### config.mk
export PLATFORM = sky130hd
export DESIGN_NAME = midi_transmitter_flat
export DESIGN_NICKNAME = d
export VERILOG_FILES = /design/src/rtl/midi_transmitter_pkg.sv /design/src/rtl/midi_transmitter_if.sv /design/src/rtl/midi_transmitter_byte_fifo.sv /design/src/rtl/midi_transmitter.sv /design/src/flat_wrapper.sv
export SDC_FILE = /design/constraint.sdc
export NUM_CORES = 1
export LEC_CHECK = 0
export ABC_AREA = 1
export CAP_MARGIN = 20
export CORE_AREA = 3 3 93 95
export DETAILED_ROUTE_END_ITERATION = 10
export DIE_AREA = 0 0 96 98
export PLACE_DENSITY_LB_ADDON = 0.08
export SYNTH_ARGS = -nofsm -noshare
export SYNTH_HDL_FRONTEND = slang
export SYNTH_HIERARCHICAL = 1
export SYNTH_SLANG_ARGS = --single-unit
### constraint.sdc
create_clock -name clock -period 7.85 [get_ports clock]
set_input_delay 0.785 -clock clock [delete_from_list [all_inputs] [get_ports clock]]
set_output_delay 0.785 -clock clock [all_outputs]
set_load 0.05 [all_outputs]
### src/rtl/midi_transmitter_pkg.sv
// Shared definitions for the MIDI transmit path.
// Provides clock and baud constants, the byte type and the transmit FSM state type.
package midi_transmitter_pkg;

  localparam int SYSTEM_CLOCK   = 50_000_000;
  localparam int MIDI_BAUD_RATE = 31_250;
  localparam int BYTE_WIDTH     = 8;

  typedef logic [BYTE_WIDTH-1:0] byte_t;

  typedef enum logic [1:0] {
    ST_IDLE,
    ST_START,
    ST_DATA,
    ST_STOP
  } tx_state_e;

endpackage : midi_transmitter_pkg

### src/rtl/midi_transmitter_if.sv
// Byte handshake bus into the MIDI transmitter.
//   tx_data  : byte to send
//   tx_valid : tx_data valid this cycle
//   tx_ready : transmitter can accept; a transfer happens when tx_valid && tx_ready
// master = byte producer, slave = transmitter.
interface midi_transmitter_if;
  import midi_transmitter_pkg::*;

  byte_t tx_data;
  logic  tx_valid;
  logic  tx_ready;

  modport master (output tx_data, output tx_valid, input  tx_ready);
  modport slave  (input  tx_data, input  tx_valid, output tx_ready);

endinterface : midi_transmitter_if

### src/rtl/midi_transmitter_byte_fifo.sv
// byte_fifo: small first-word-fall-through FIFO of bytes.
//   clk     : clock, rising edge
//   rst_n   : asynchronous active-low reset (empties the FIFO)
//   push_i  : write din_i (ignored when full)
//   din_i   : byte to write
//   pop_i   : drop the head entry (ignored when empty)
//   dout_o  : current head entry, valid while empty_o is low
//   count_o : number of stored entries
//   full_o  : count_o == DEPTH
//   empty_o : count_o == 0
module byte_fifo
  import midi_transmitter_pkg::*;
#(
  parameter int DEPTH = 4
) (
  input  logic                   clk,
  input  logic                   rst_n,
  input  logic                   push_i,
  input  byte_t                  din_i,
  input  logic                   pop_i,
  output byte_t                  dout_o,
  output logic [$clog2(DEPTH):0] count_o,
  output logic                   full_o,
  output logic                   empty_o
);

  localparam int PTR_W = $clog2(DEPTH);
  localparam int CNT_W = PTR_W + 1;

  byte_t             mem_q [DEPTH];
  logic [PTR_W-1:0]  wr_ptr_q, rd_ptr_q;
  logic [CNT_W-1:0]  count_q, count_d;
  logic              do_push, do_pop;

  assign full_o  = (count_q == CNT_W'(DEPTH));
  assign empty_o = (count_q == '0);
  assign count_o = count_q;
  assign dout_o  = mem_q[rd_ptr_q];

  assign do_push = push_i && !full_o;
  assign do_pop  = pop_i && !empty_o;

  always_comb begin
    count_d = count_q;
    case ({do_push, do_pop})
      2'b10:   count_d = count_q + CNT_W'(1);
      2'b01:   count_d = count_q - CNT_W'(1);
      default: count_d = count_q;
    endcase
  end

  // Storage has no reset: stale entries are never visible because count gates reads.
  always_ff @(posedge clk) begin
    if (do_push) begin
      mem_q[wr_ptr_q] <= din_i;
    end
  end

  // Power-of-two depth lets the pointers wrap on their own.
  always_ff @(posedge clk or negedge rst_n) begin
    if (!rst_n) begin
      wr_ptr_q <= '0;
      rd_ptr_q <= '0;
      count_q  <= '0;
    end else begin
      if (do_push) wr_ptr_q <= wr_ptr_q + PTR_W'(1);
      if (do_pop)  rd_ptr_q <= rd_ptr_q + PTR_W'(1);
      count_q <= count_d;
    end
  end

endmodule : byte_fifo

### src/rtl/midi_transmitter.sv
// MIDI (UART 8N1) serial transmitter.
// Bytes arrive over the handshake interface into a small FIFO and are shifted out
// LSB first with one start bit and one stop bit, back to back while data is queued.
//   clock      : system clock, rising edge
//   reset_l    : asynchronous active-low reset
//   tx_if      : slave side of the byte handshake (tx_data / tx_valid / tx_ready)
//   midi_tx    : serial line, idle high, driven from a flop
//   busy       : frame in progress or FIFO non-empty
//   fifo_count : bytes waiting in the FIFO (excludes the byte being shifted)
module midi_transmitter
  import midi_transmitter_pkg::*;
#(
  parameter int CLOCK_FREQ = SYSTEM_CLOCK,
  parameter int BAUD_RATE  = MIDI_BAUD_RATE,
  parameter int FIFO_DEPTH = 4
) (
  input  logic                        clock,
  input  logic                        reset_l,
  midi_transmitter_if.slave           tx_if,
  output logic                        midi_tx,
  output logic                        busy,
  output logic [$clog2(FIFO_DEPTH):0] fifo_count
);

  localparam int BIT_PERIOD = CLOCK_FREQ / BAUD_RATE;
  localparam int CNT_W      = (BIT_PERIOD < 2) ? 1 : $clog2(BIT_PERIOD);

  if (BIT_PERIOD < 2) begin : g_bad_bit_period
    $error("midi_transmitter: BIT_PERIOD must be at least 2");
  end

  tx_state_e        state_q, state_d;
  logic [CNT_W-1:0] bit_cnt_q, bit_cnt_d;
  logic [2:0]       bit_idx_q, bit_idx_d;
  byte_t            shift_q, shift_d;
  logic             tx_q, tx_d;

  logic             fifo_pop;
  logic             fifo_full, fifo_empty;
  byte_t            fifo_head;
  logic             bit_end;
  logic [2:0]       bit_idx_inc;

  byte_fifo #(
    .DEPTH (FIFO_DEPTH)
  ) u_fifo (
    .clk     (clock),
    .rst_n   (reset_l),
    .push_i  (tx_if.tx_valid && tx_if.tx_ready),
    .din_i   (tx_if.tx_data),
    .pop_i   (fifo_pop),
    .dout_o  (fifo_head),
    .count_o (fifo_count),
    .full_o  (fifo_full),
    .empty_o (fifo_empty)
  );

  // Ready comes only from the registered count, so it never combinationally depends on valid.
  assign tx_if.tx_ready = !fifo_full;
  assign midi_tx        = tx_q;
  assign busy           = (state_q != ST_IDLE) || !fifo_empty;

  assign bit_end     = (bit_cnt_q == CNT_W'(BIT_PERIOD - 1));
  assign bit_idx_inc = bit_idx_q + 3'd1;

  // The line value is computed for the state being entered, so midi_tx changes
  // on the same edge as the state and stays a clean flop output.
  always_comb begin
    state_d   = state_q;
    bit_cnt_d = bit_cnt_q;
    bit_idx_d = bit_idx_q;
    shift_d   = shift_q;
    tx_d      = tx_q;
    fifo_pop  = 1'b0;

    case (state_q)
      ST_IDLE: begin
        tx_d      = 1'b1;
        bit_cnt_d = '0;
        if (!fifo_empty) begin
          fifo_pop = 1'b1;
          shift_d  = fifo_head;
          state_d  = ST_START;
          tx_d     = 1'b0;
        end
      end

      ST_START: begin
        bit_cnt_d = bit_end ? '0 : bit_cnt_q + CNT_W'(1);
        if (bit_end) begin
          state_d   = ST_DATA;
          bit_idx_d = 3'd0;
          tx_d      = shift_q[0];
        end
      end

      ST_DATA: begin
        bit_cnt_d = bit_end ? '0 : bit_cnt_q + CNT_W'(1);
        if (bit_end) begin
          if (bit_idx_q == 3'd7) begin
            state_d = ST_STOP;
            tx_d    = 1'b1;
          end else begin
            bit_idx_d = bit_idx_inc;
            tx_d      = shift_q[bit_idx_inc];
          end
        end
      end

      ST_STOP: begin
        bit_cnt_d = bit_end ? '0 : bit_cnt_q + CNT_W'(1);
        if (bit_end) begin
          // Chain straight into the next start bit when more data is queued.
          if (!fifo_empty) begin
            fifo_pop = 1'b1;
            shift_d  = fifo_head;
            state_d  = ST_START;
            tx_d     = 1'b0;
          end else begin
            state_d = ST_IDLE;
            tx_d    = 1'b1;
          end
        end
      end

      default: begin
        state_d   = ST_IDLE;
        bit_cnt_d = '0;
        tx_d      = 1'b1;
      end
    endcase
  end

  always_ff @(posedge clock or negedge reset_l) begin
    if (!reset_l) begin
      state_q   <= ST_IDLE;
      bit_cnt_q <= '0;
      bit_idx_q <= 3'd0;
      shift_q   <= '0;
      tx_q      <= 1'b1;
    end else begin
      state_q   <= state_d;
      bit_cnt_q <= bit_cnt_d;
      bit_idx_q <= bit_idx_d;
      shift_q   <= shift_d;
      tx_q      <= tx_d;
    end
  end

endmodule : midi_transmitter

### src/flat_wrapper.sv
// flat-port wrapper written by rule: the top's interface ports become plain ports
module midi_transmitter_flat import midi_transmitter_pkg::*;
#(
  parameter int CLOCK_FREQ = SYSTEM_CLOCK,
  parameter int BAUD_RATE  = MIDI_BAUD_RATE,
  parameter int FIFO_DEPTH = 4
)
  (clock, reset_l, midi_tx, busy, fifo_count, tx_if_tx_data, tx_if_tx_valid, tx_if_tx_ready);
  midi_transmitter_if tx_if_i ();
  input  logic clock;
  input  logic reset_l;
  output logic midi_tx;
  output logic busy;
  output logic [$clog2(FIFO_DEPTH):0] fifo_count;
  input wire logic [$bits(tx_if_i.tx_data)-1:0] tx_if_tx_data;
  input wire logic [$bits(tx_if_i.tx_valid)-1:0] tx_if_tx_valid;
  output wire logic [$bits(tx_if_i.tx_ready)-1:0] tx_if_tx_ready;
  assign tx_if_i.tx_data = tx_if_tx_data;
  assign tx_if_i.tx_valid = tx_if_tx_valid;
  assign tx_if_tx_ready = tx_if_i.tx_ready;
  midi_transmitter #(.CLOCK_FREQ(CLOCK_FREQ), .BAUD_RATE(BAUD_RATE), .FIFO_DEPTH(FIFO_DEPTH)) u_core (.clock(clock), .reset_l(reset_l), .tx_if(tx_if_i), .midi_tx(midi_tx), .busy(busy), .fifo_count(fifo_count));
endmodule
==> summary.txt <==
Worst setup path
  – Crit path kind: register to register
  – CP Data Arrival Time: around 3.3 ns
  – Worst Path Max Fanout: 11
  – Critical path capture point type: register
  – Worst Path Required: 8.07 ns
  – Worst path depth: 14
  – Worst setup path endpoint: u_core/u_fifo/count_o[2]$_DFFE_PN0P_
  – R2R Path End: u_core/u_fifo/count_o[2]$_DFFE_PN0P_
  – Cell mode on critical path: nand2_1
  – Worst Setup SP: u_core/state_q[0]$_DFFE_PN0P_
  – Crit path max-delay family: simple AND/OR/NAND/NOR gates
  – Critical path's slowest cell: nor2_1
  – Critical Path Source Type: register
  – R2r startpoint: u_core/state_q[0]$_DFFE_PN0P_
  – Worst reg2reg path depth: 14
  – Bufs and invs on worst path: 3
  – Reg2reg setup slack: roughly 4.8 ns
  – Largest stage delay, worst path: 0.59 ns
  – Worst-path cell chain: inv_1, ha_1, nor2_1, o21ai_0, nor2_1, nand2_1, inv_1, ha_1, inv_1, fa_1, nand2_1, nand3_1, nand2_1, nand2_1

Drt
  – ANT nets after route: 0
  – Pre-Repair DR Iteration Count: 4
  – Drt drc: 0
  – DR WL/cell: roughly 12 um
  – Post-Route WL: roughly 5500 um
  – Vias per cell: approximately 4.7
  – Total number of vias: 2123
  – DR iter-0 viols: 36

Logic synthesis
  – Unique masters post-synth: 34
  – Cell taking the most area after synthesis: edfxtp_1
  – Ys flop type: edfxtp_1
  – Mapped Avg Cell Area: 9.666 um2
  – Number of synthesized flops with an enable pin: 32
  – Top area cells in the synthesized netlist: edfxtp_1 (31%), dfrtp_1 (25%), nand2_1 (10%)
  – Post-synth ARST share: 0.5000
  – Syn Inst Count: roughly 320
  – Post-Syn Nets: between 300 and 400
  – Share of the synthesized area in the top cell type: 0.3068
  – Post-synthesis sequential area ratio: 0.5629
  – Yosys warnings: 6
  – #FFs+latches synth: 64
  – Synthesized area: 3132 um2
  – Most common cell in the synthesized netlist: nand2_1
  – Commonest cells post-synth: nand2_1 (86), inv_1 (48), edfxtp_1 (32)

CTS
  – CTS tree: yes
  – Num Clock Sinks: 64
  – CTS buffer count: 9
  – Clk Latency, worst-skew pair: 0.33 ns
  – Post-CTS Resized: 0
  – Postcts setup bufs: 0
  – H-Tree Level Count: 3
  – Root Buffer: clkbuf_8
  – Hold bufs inserted after CTS: 0
  – Max Root-Sink Buffers: 2
  – Clock transition at the registers of the reported paths: about 0.07 ns

STA
  – Tcrit/Tclk final: 0.3884
  – Clock Skew: 0.01083 ns
  – Fmax: ~330 MHz
  – Final setup fails: 0
  – Worst-Margin Slew: roughly 0.85 ns
  – WHS: 0.4797 ns
  – Final Max Slew Viols: 0
  – Total Neg Setup Slack: 0 ns
  – RSZ-0062 raised after global routing: no
  – Final hold vios: 0
  – Tmin final: 3.049 ns
  – Setup ws final: 4.801 ns
  – Worst slew margin: 0.4309

Power and ir drop
  – Leakage: 1.624 nW
  – Psw: 525.3 uW
  – Peak VDD IR: between 100 and 150 uV
  – Comb pwr share: 0.400
  – Power Internal: approximately 770 uW
  – Clock share of power: 0.207
  – Switching part of the total: 0.4057
  – Pwr/cell area: ~360 nW/um2
  – Sequential Power Share: 0.393

Min path
  – HP Class: register to register

Final layout
  – Multi-input gate area: ~1100 um2
  – Finished Layout Cells: 452
  – Antenna Cells: 0
  – Fillers: ~760
  – P&R area growth vs syn: 13.74%
  – Fraction of layout cells with a size suffix above 1: 0.09429
  – Finished Cell Area: roughly 3600 um2
  – FF/Latch Area: 1763 um2
  – Final #Nets: between 300 and 400

Placed design
  – Dpl cell area: around 3400 um2
  – Placed Instances: approximately 440
  – Post-DP HPWL: a little under 4000 um
  – Worst slack at placement: around 4.8 ns
  – Port bufs: 16
  – RePlAce Congestion: roughly 0.75

Flow run
  – Max-cap violation count: 0

Floorplanning
  – Initial Util: 0.4011
  – Top-level I/O count: 17
  – Core area: 7807 um2
  – Standard-cell rows: 32
  – Die W: approximately 96 um
  – Die height: about 100 um
  – Die area: ~9400 um2

GRT
  – Number of global-route vias before repair: 2041
  – Largest net degree at the start of global routing: 34
  – First-pass GRT wire length: approximately 9500 um
  – Total track usage: 0.1307
  – GRT overflow: 0
  – Initial antenna violation count: 0

Status
  – Status: completed
-- sequential cells by signal (all words and copies together), names as in the netlist --
register,cells
u_core/u_fifo/mem_q,32
u_core/bit_cnt_q,11
u_core/shift_q,8
u_core/bit_idx_q,3
u_core/u_fifo/count_o,3
u_core/state_q,2
u_core/u_fifo/rd_ptr_q,2
u_core/u_fifo/wr_ptr_q,2
u_core/midi_tx,1
-- tightest hold or removal path, cell delays in order, from the launching register on --
cell     delay (ns)
dfrtp_1        0.34
nand2_1        0.06
nand2_1        0.05
-- how the worst min path moves through the flow --
stage	startpoint	to	slack, ns	depth (start not counted)
2_1_floorplan	u_core/shift_q[1]$_DFFE_PN0P_	u_core/shift_q[1]$_DFFE_PN0P_	0.44	2
3_3_place_gp	u_core/shift_q[1]$_DFFE_PN0P_	u_core/shift_q[1]$_DFFE_PN0P_	0.47	2
3_5_place_dp	u_core/shift_q[1]$_DFFE_PN0P_	u_core/shift_q[1]$_DFFE_PN0P_	0.46	2
4_1_cts	u_core/shift_q[3]$_DFFE_PN0P_	u_core/shift_q[3]$_DFFE_PN0P_	0.48	2
5_1_grt	u_core/shift_q[3]$_DFFE_PN0P_	u_core/shift_q[3]$_DFFE_PN0P_	0.51	2
6_report	u_core/shift_q[3]$_DFFE_PN0P_	u_core/shift_q[3]$_DFFE_PN0P_	0.48	2
-- cells by family (layout without fill, tap and decap cells) --
group / after synthesis / after routing / synth area share
AND/OR/NAND/NOR: 150 / 150 / 0.2181
flip-flops: 64 / 64 / 0.5629
buffers and inverters: 58 / 84 / 0.07910
AO/OA/AOI/OAI: 34 / 34 / 0.07032
adder cells (fa/ha/maj): 14 / 14 / 0.05833
XOR/XNOR: 4 / 4 / 0.01119
-- per-layer routing --
layer | GRT usage | part of all wire
met5 | 0 | 0
met4 | 0.04595 | 0.013
met3 | 0.04006 | 0.034
met2 | 0.2061 | 0.47
met1 | 0.1686 | 0.48
-- layout make-up --
class / instances / share of cell area
Tap cell: 102 / 0.03583
Sequential cell: 64 / 0.4949
Inverter: 52 / 0.05515
Clock buffer: 10 / 0.03583
Multi-Input combinational cell: 202 / 0.3147
Timing Repair Buffer: 17 / 0.04707
Clock inverter: 5 / 0.01651
-- power by group through the flow --
| stage | Sequential (mW) | Combinational [mW] | Clock, mW |
|---|---|---|---|
| finish | 0.509 | 0.518 | 0.268 |
| global route | 0.520 | 0.597 | 0.298 |
| CTS | 0.510 | 0.531 | 0.281 |
| detailed placement | 0.517 | 0.530 | 0 |
| global placement | 0.515 | 0.524 | 0 |
| floorplan | 0.532 | 0.388 | 0 |
-- metrics by stage --
step / util / power (mW)
after floorplan: - / 0.9194
after global routing: 0.4563 / 1.415
after detailed placement: 0.4324 / 1.046
final: 0.4563 / 1.295
after global placement: 0.4324 / 1.039
after CTS: 0.4563 / 1.321
-- layout by cell type (no fill, tap or decap), drive strengths merged, types with 4 or more instances in the layout --
cell | synthesis | layout
nand3 | 27 | 27
o211ai | 16 | 16
edfxtp | 32 | 32
clkbuf | 3 | 10
dfrtp | 31 | 31
nand2 | 92 | 92
ha | 13 | 13
a21oi | 5 | 5
inv | 51 | 51
clkinv | 1 | 4
o21ai | 11 | 11
nor2 | 24 | 24
clkdlybuf4s50 | 0 | 16
Power figures use the tool's default switching activity.
==> RTL edit 1, RTL diff (config.mk and constraints unchanged) <==
Register the output `fifo_count`; this adds one clock of latency there. The other outputs are not delayed to match.
--- a/src/rtl/midi_transmitter.sv
+++ b/src/rtl/midi_transmitter.sv
@@ -25,6 +25,8 @@
   localparam int BIT_PERIOD = CLOCK_FREQ / BAUD_RATE;
   localparam int CNT_W      = (BIT_PERIOD < 2) ? 1 : $clog2(BIT_PERIOD);
 
+  logic [$clog2(FIFO_DEPTH):0] fifo_count_d;
+
   if (BIT_PERIOD < 2) begin : g_bad_bit_period
     $error("midi_transmitter: BIT_PERIOD must be at least 2");
   end
@@ -50,7 +52,7 @@
     .din_i   (tx_if.tx_data),
     .pop_i   (fifo_pop),
     .dout_o  (fifo_head),
-    .count_o (fifo_count),
+    .count_o (fifo_count_d),
     .full_o  (fifo_full),
     .empty_o (fifo_empty)
   );
@@ -147,5 +149,9 @@
     end
   end
 
+  always_ff @(posedge clock) begin
+    fifo_count <= fifo_count_d;
+  end
+
 endmodule : midi_transmitter
 
Formal check against the unedited RTL: not equivalent (a bounded check fails within 4 cycles, from zero or initial values and one cycle with reset_l low).
==> RTL edit 1 against the unedited design <==
- clock skew about the same
- worst hold slack got worse by 0.075 ns
- core utilization up 1.4 points
- cell area increased by 3.1%
- sequential cell count is 3 higher
- area after synthesis up 2.3%
- power grew 6.3%
- first-iteration DRC count increased by 120%
- worst setup slack improved by 0.061 ns
- count of clock-buffer cells in the layout down 1
- routed wire length up 1.1%
- sequential power is 4.7% higher
- synthesized cell count is 1.5% higher
- critical path type unchanged
- critical endpoint unchanged
- largest power group is now registers
- highest routed layer unchanged
==> RTL edit 1: results (changes against the unedited design) <==
\begin{tabular}{lr}
\hline
Metric & Value \\
\hline
\multicolumn{2}{l}{\textbf{Status}} \\
Result of the run & complete, no violations (unchanged) \\
\multicolumn{2}{l}{\textbf{Setup path}} \\
Largest stage delay on the critical path & 0.57 ns (was 0.59 ns) \\
Category of cells accounting for the largest share of critical-path delay & simple AND/OR/NAND/NOR gates (unchanged) \\
Worst endpoint data arrival time & 3.22 ns (was 3.27 ns) \\
\multicolumn{2}{l}{\textbf{Synth}} \\
Share of synthesized area occupied by flip-flops and latches & 0.569 (was 0.563) \\
Leading cell types by count after synthesis & nand2\_1 (89), inv\_1 (48), edfxtp\_1 (32) (was nand2\_1 (86), inv\_1 (48), edfxtp\_1 (32)) \\
Cell count after synthesis & 329 (was 324) \\
Async set or reset register ratio after synthesis & 0.478 (was 0.500) \\
Post-synth cell types & 33 (was 34) \\
Synthesized net count & 354 (was 349) \\
\multicolumn{2}{l}{\textbf{Layout}} \\
Filler Cells Inserted & 758 (was 756) \\
Post-Layout Cell Count & 458 (was 452) \\
Diode count & 0 (unchanged) \\
Layout cell share with drive strength beyond 1 & 0.107 (was 0.0943) \\
\multicolumn{2}{l}{\textbf{GRT}} \\
All-Layer GR Usage & 0.139 (was 0.131) \\
Via count of the first global-routing pass & 2,125 (was 2,041) \\
Global-route wire length before repair & 10.1 mm (was 9.47 mm) \\
\multicolumn{2}{l}{\textbf{Placement}} \\
DP Cell Count & 442 (was 437) \\
Routability congestion estimate & 0.733 (was 0.746) \\
DPL Wire Length & 3.87 mm (was 3.85 mm) \\
\multicolumn{2}{l}{\textbf{Min path}} \\
Hold path endpoint & u\_core/fifo\_count[1]\$\_DFF\_P\_ (was u\_core/shift\_q[3]\$\_DFFE\_PN0P\_) \\
Hold Path Cell Cnt & 0 (was 2) \\
\multicolumn{2}{l}{\textbf{Routing}} \\
Number of violations reported at the end of detailed-routing iteration 0 & 78 (was 36) \\
Ratio of routed vias to standard cells & 4.66 (was 4.70) \\
Avg WL per Cell & 12.2 um (about the same) \\
\multicolumn{2}{l}{\textbf{Timing}} \\
Least-Margin Pin Slew & 0.819 ns (was 0.850 ns) \\
Setup TNS & 0 ns (unchanged) \\
Post-Route Skew & 0.0108 ns (about the same) \\
\multicolumn{2}{l}{\textbf{Power and ir drop}} \\
Maximum VDD drop & 151 uV (was 118 uV) \\
Leakage power of the design & 0.00166 uW (was 0.00162 uW) \\
\hline
\end{tabular}
==> RTL edit 1: changes by cell type after synthesis, moves of 2 or more <==
| cell | delta |
|---|---|
| o21ai_0 | -2 |
| nor2_2 | +2 |
| o21ai_1 | +2 |
| dfxtp_1 | +3 |
| nand2_1 | +3 |
==> RTL edit 1: cell type report <==
type,instances,area (sq um),area share
clock buffers,9,124,0.0337
repair buffers,17,168,0.0456
inverters,52,196,0.0535
multi-input cells,204,1130,0.308
flip-flops and latches,67,1820,0.496
clock inverters,7,103,0.0279
well taps,102,128,0.0347
==> RTL edit 1: report_power, final <==
| part | switching, uW | internal (uW) | leakage, uW |
|---|---|---|---|
| registers | 60.1 | 473 | 0.000729 |
| logic | 347 | 177 | 0.000826 |
| clock network | 138 | 181 | 0.000110 |
| total | 545 | 831 | 0.00166 |
==> RTL edit 1: cell families after synthesis <==
logic type,count (synthesis),synth area share
DFF,67,0.569
buffers and inverters,58,0.0773
adders and majority gates,14,0.0570
and+or+nand+nor,153,0.219
xor gates and xnor gates,4,0.0109
AOI/OAI and AO/OA,33,0.0664
==> RTL edit 1: metrics by stage <==
stage | hold WS [ns] | cell area (sq um)
CTS | 0.413 | 3670
floorplan | 0.367 | 3200
detailed placement | 0.397 | 3450
global route | 0.431 | 3670
global placement | 0.395 | 3450
finish | 0.405 | 3670
==> RTL edit 1: per-layer routing <==
layer | wire, um | GRT usage | share of wire
met1 | 2760 | 0.185 | 0.50
met3 | 150 | 0.0362 | 0.027
met5 | 0 | 0 | 0
met4 | 108 | 0.0624 | 0.019
met2 | 2550 | 0.212 | 0.46
==> RTL edit 1: how the worst max path moves through the flow <==
stage	startpoint	end	slack, ns
after floorplan	u_core/state_q[0]$_DFFE_PN0P_	u_core/u_fifo/count_o[2]$_DFFE_PN0P_	5.23
after global placement	u_core/state_q[0]$_DFFE_PN0P_	u_core/u_fifo/count_o[2]$_DFFE_PN0P_	4.97
after detailed placement	u_core/state_q[0]$_DFFE_PN0P_	u_core/u_fifo/count_o[2]$_DFFE_PN0P_	4.89
after CTS	u_core/state_q[0]$_DFFE_PN0P_	busy	4.85
after global routing	u_core/state_q[0]$_DFFE_PN0P_	u_core/u_fifo/count_o[2]$_DFFE_PN0P_	4.56
final	u_core/state_q[0]$_DFFE_PN0P_	u_core/u_fifo/count_o[2]$_DFFE_PN0P_	4.86
==> RTL edit 2, RTL diff (config.mk and constraints unchanged) <==
Made on the original files. Set the package constant `MIDI_BAUD_RATE` to 125_000 (it was 31_250).
--- a/src/rtl/midi_transmitter_pkg.sv
+++ b/src/rtl/midi_transmitter_pkg.sv
@@ -3,7 +3,7 @@
 package midi_transmitter_pkg;
 
   localparam int SYSTEM_CLOCK   = 50_000_000;
-  localparam int MIDI_BAUD_RATE = 31_250;
+  localparam int MIDI_BAUD_RATE = 125_000;
   localparam int BYTE_WIDTH     = 8;
 
   typedef logic [BYTE_WIDTH-1:0] byte_t;
Check against the original RTL: same outputs for any inputs over 10 cycles, from zero or initial values and one cycle with reset_l low; that may be too few to reach the edited logic, so the function may still have changed.
==> RTL edit 2 against the unedited design <==
- power decreased by 0.37%
- sequential share of layout area decreased by 0.18 points
- worst setup slack better by 0.26 ns
- sequential cell count fell by 2
- sequential power down 4.3%
- fmax rose by 9.2%
- cell area decreased by 2.5%
- routed wire length fell by 7.1%
- area after synthesis shrank 3.3%
- count of clock-buffer cells in the layout decreased by 1
- highest routed layer unchanged
==> RTL edit 2: results (changes against the unedited design) <==
\begin{tabular}{lr}
\hline
Metric & Value \\
\hline
\multicolumn{2}{l}{\textbf{Layout}} \\
Filler Cells Inserted & 772 (was 756) \\
Post-Layout Cell Count & 442 (was 452) \\
Largest registers & u\_core/u\_fifo/mem\_q (32), u\_core/bit\_cnt\_q (9), u\_core/shift\_q (8) (was u\_core/u\_fifo/mem\_q (32), u\_core/bit\_cnt\_q (11), u\_core/shift\_q (8)) \\
Nets@finish & 360 (was 371) \\
Layout cell share with drive strength beyond 1 & 0.103 (was 0.0943) \\
\multicolumn{2}{l}{\textbf{GRT}} \\
All-Layer GR Usage & 0.119 (was 0.131) \\
Global-route wire length before repair & 8.74 mm (was 9.47 mm) \\
Via count of the first global-routing pass & 1,934 (was 2,041) \\
\multicolumn{2}{l}{\textbf{Synth}} \\
Post-synthesis share of cell area spent on full adders, half adders and majority gates & 0.0603 (was 0.0583) \\
Cell count after synthesis & 312 (was 324) \\
Compound-Gate Fraction of Synth Area & 0.0872 (was 0.0703) \\
Async set or reset register ratio after synthesis & 0.484 (was 0.500) \\
Leading cell types by count after synthesis & nand2\_1 (69), inv\_1 (57), edfxtp\_1 (32) (was nand2\_1 (86), inv\_1 (48), edfxtp\_1 (32)) \\
Synthesized net count & 337 (was 349) \\
Share of the synthesized netlist area taken by xor and xnor gates & 0.0145 (was 0.0112) \\
Post-synth cell types & 29 (was 34) \\
Number of warnings reported in the yosys synthesis log & 6 (unchanged) \\
Share of synthesized area occupied by flip-flops and latches & 0.566 (was 0.563) \\
\multicolumn{2}{l}{\textbf{Routing}} \\
Detailed-route via count & 1,972 (was 2,123) \\
Avg WL per Cell & 11.6 um (was 12.2 um) \\
Number of violations reported at the end of detailed-routing iteration 0 & 57 (was 36) \\
\multicolumn{2}{l}{\textbf{Placement}} \\
Routability congestion estimate & 0.721 (was 0.746) \\
DPL Wire Length & 3.71 mm (was 3.85 mm) \\
DP Cell Count & 426 (was 437) \\
\multicolumn{2}{l}{\textbf{Power and ir drop}} \\
Maximum VDD drop & 132 uV (was 118 uV) \\
Leakage power of the design & 0.00159 uW (was 0.00162 uW) \\
\multicolumn{2}{l}{\textbf{Timing}} \\
Post-Route Skew & 0.00978 ns (was 0.0108 ns) \\
Worst max-slew margin expressed relative to the limit & 0.474 (was 0.431) \\
\multicolumn{2}{l}{\textbf{Setup path}} \\
Worst endpoint data arrival time & 2.01 ns (was 3.27 ns) \\
Largest fanout on the critical path & 5 (was 11) \\
\multicolumn{2}{l}{\textbf{Status}} \\
Result of the run & complete, no violations (unchanged) \\
\hline
\end{tabular}
==> RTL edit 2: cell types whose count changed after synthesis, sizes merged, moves of 2 or more <==
cell    unedited run  this run
dfrtp             31        29
clkbuf             3         1
nor2              24        30
a21oi              5        15
inv               51        61
nand2             92        72
nand3             27        18
==> RTL edit 2: critical path: stages, from the launching register on <==
cell,delay [ns]
dfrtp_1,0.42
inv_1,0.11
ha_1,0.25
nand2_1,0.10
clkdlybuf4s50_1,0.80
==> RTL edit 2: stage by stage <==
stage | utilization | total power, uW | hold slack (ns) | instance area (sq um) | worst slack [ns]
after detailed placement | 0.419 | 1020 | 0.483 | 3270 | 5.18
final | 0.445 | 1290 | 0.486 | 3470 | 5.06
after global placement | 0.419 | 1010 | 0.476 | 3270 | 5.28
after floorplan | - | 914 | 0.455 | 3030 | 5.24
after global routing | 0.445 | 1410 | 0.517 | 3470 | 4.90
after CTS | 0.445 | 1310 | 0.494 | 3470 | 5.03
==> RTL edit 2: cell families (layout without fill, tap and decap cells) <==
| kind of cell | Yosys count | in the layout |
|---|---|---|
| AND/OR/NAND/NOR | 124 | 124 |
| buffers and inverters | 66 | 94 |
| flip-flops | 62 | 62 |
| AO/OA/AOI/OAI | 41 | 41 |
| adder cells (fa/ha/maj) | 14 | 14 |
| XOR/XNOR | 5 | 5 |
==> RTL edit 2: area by class of cell <==
cell class,instances,area share
flip-flops and latches,62,0.493
multi-input cells,184,0.296
inverters,61,0.0666
repair buffers,17,0.0483
well taps,102,0.0367
clock buffers,9,0.0357
clock inverters,7,0.0234
==> RTL edit 2: where the power goes <==
group	leakage [uW]	switching (uW)	total (uW)	internal, uW
combinational	0.000819	340	515	175
sequential	0.000665	47.3	487	439
clock	0.000101	138	289	151
total	0.00159	525	1290	765
==> RTL edit 2: final timing paths <==
| check | startpoint | to | slack, ns | cells past startpoint |
|---|---|---|---|---|
| max in group asynchronous | reset_l | u_core/midi_tx$_DFFE_PN1P_ | 6.67 | 2 |
| worst max register to register | u_core/state_q[1]$_DFFE_PN0P_ | u_core/u_fifo/count_o[2]$_DFFE_PN0P_ | 5.23 | 14 |
| min in group asynchronous | reset_l | u_core/bit_cnt_q[4]$_DFF_PN0_ | 0.85 | 2 |
| worst max-delay path | u_core/state_q[1]$_DFFE_PN0P_ | busy | 5.06 | 4 |
| worst min register to register | u_core/bit_cnt_q[0]$_DFF_PN0_ | u_core/bit_cnt_q[0]$_DFF_PN0_ | 0.49 | 1 |
| worst min-delay path | u_core/bit_cnt_q[0]$_DFF_PN0_ | u_core/bit_cnt_q[0]$_DFF_PN0_ | 0.49 | 1 |
==> RTL edit 2: per-layer routing <==
layer	routed length [um]	up-vias	GRT usage
li1	-	1048	-
met1	2600	894	0.166
met2	2270	20	0.174
met3	139	10	0.0254
met4	107	0	0.0591
met5	0	-	0
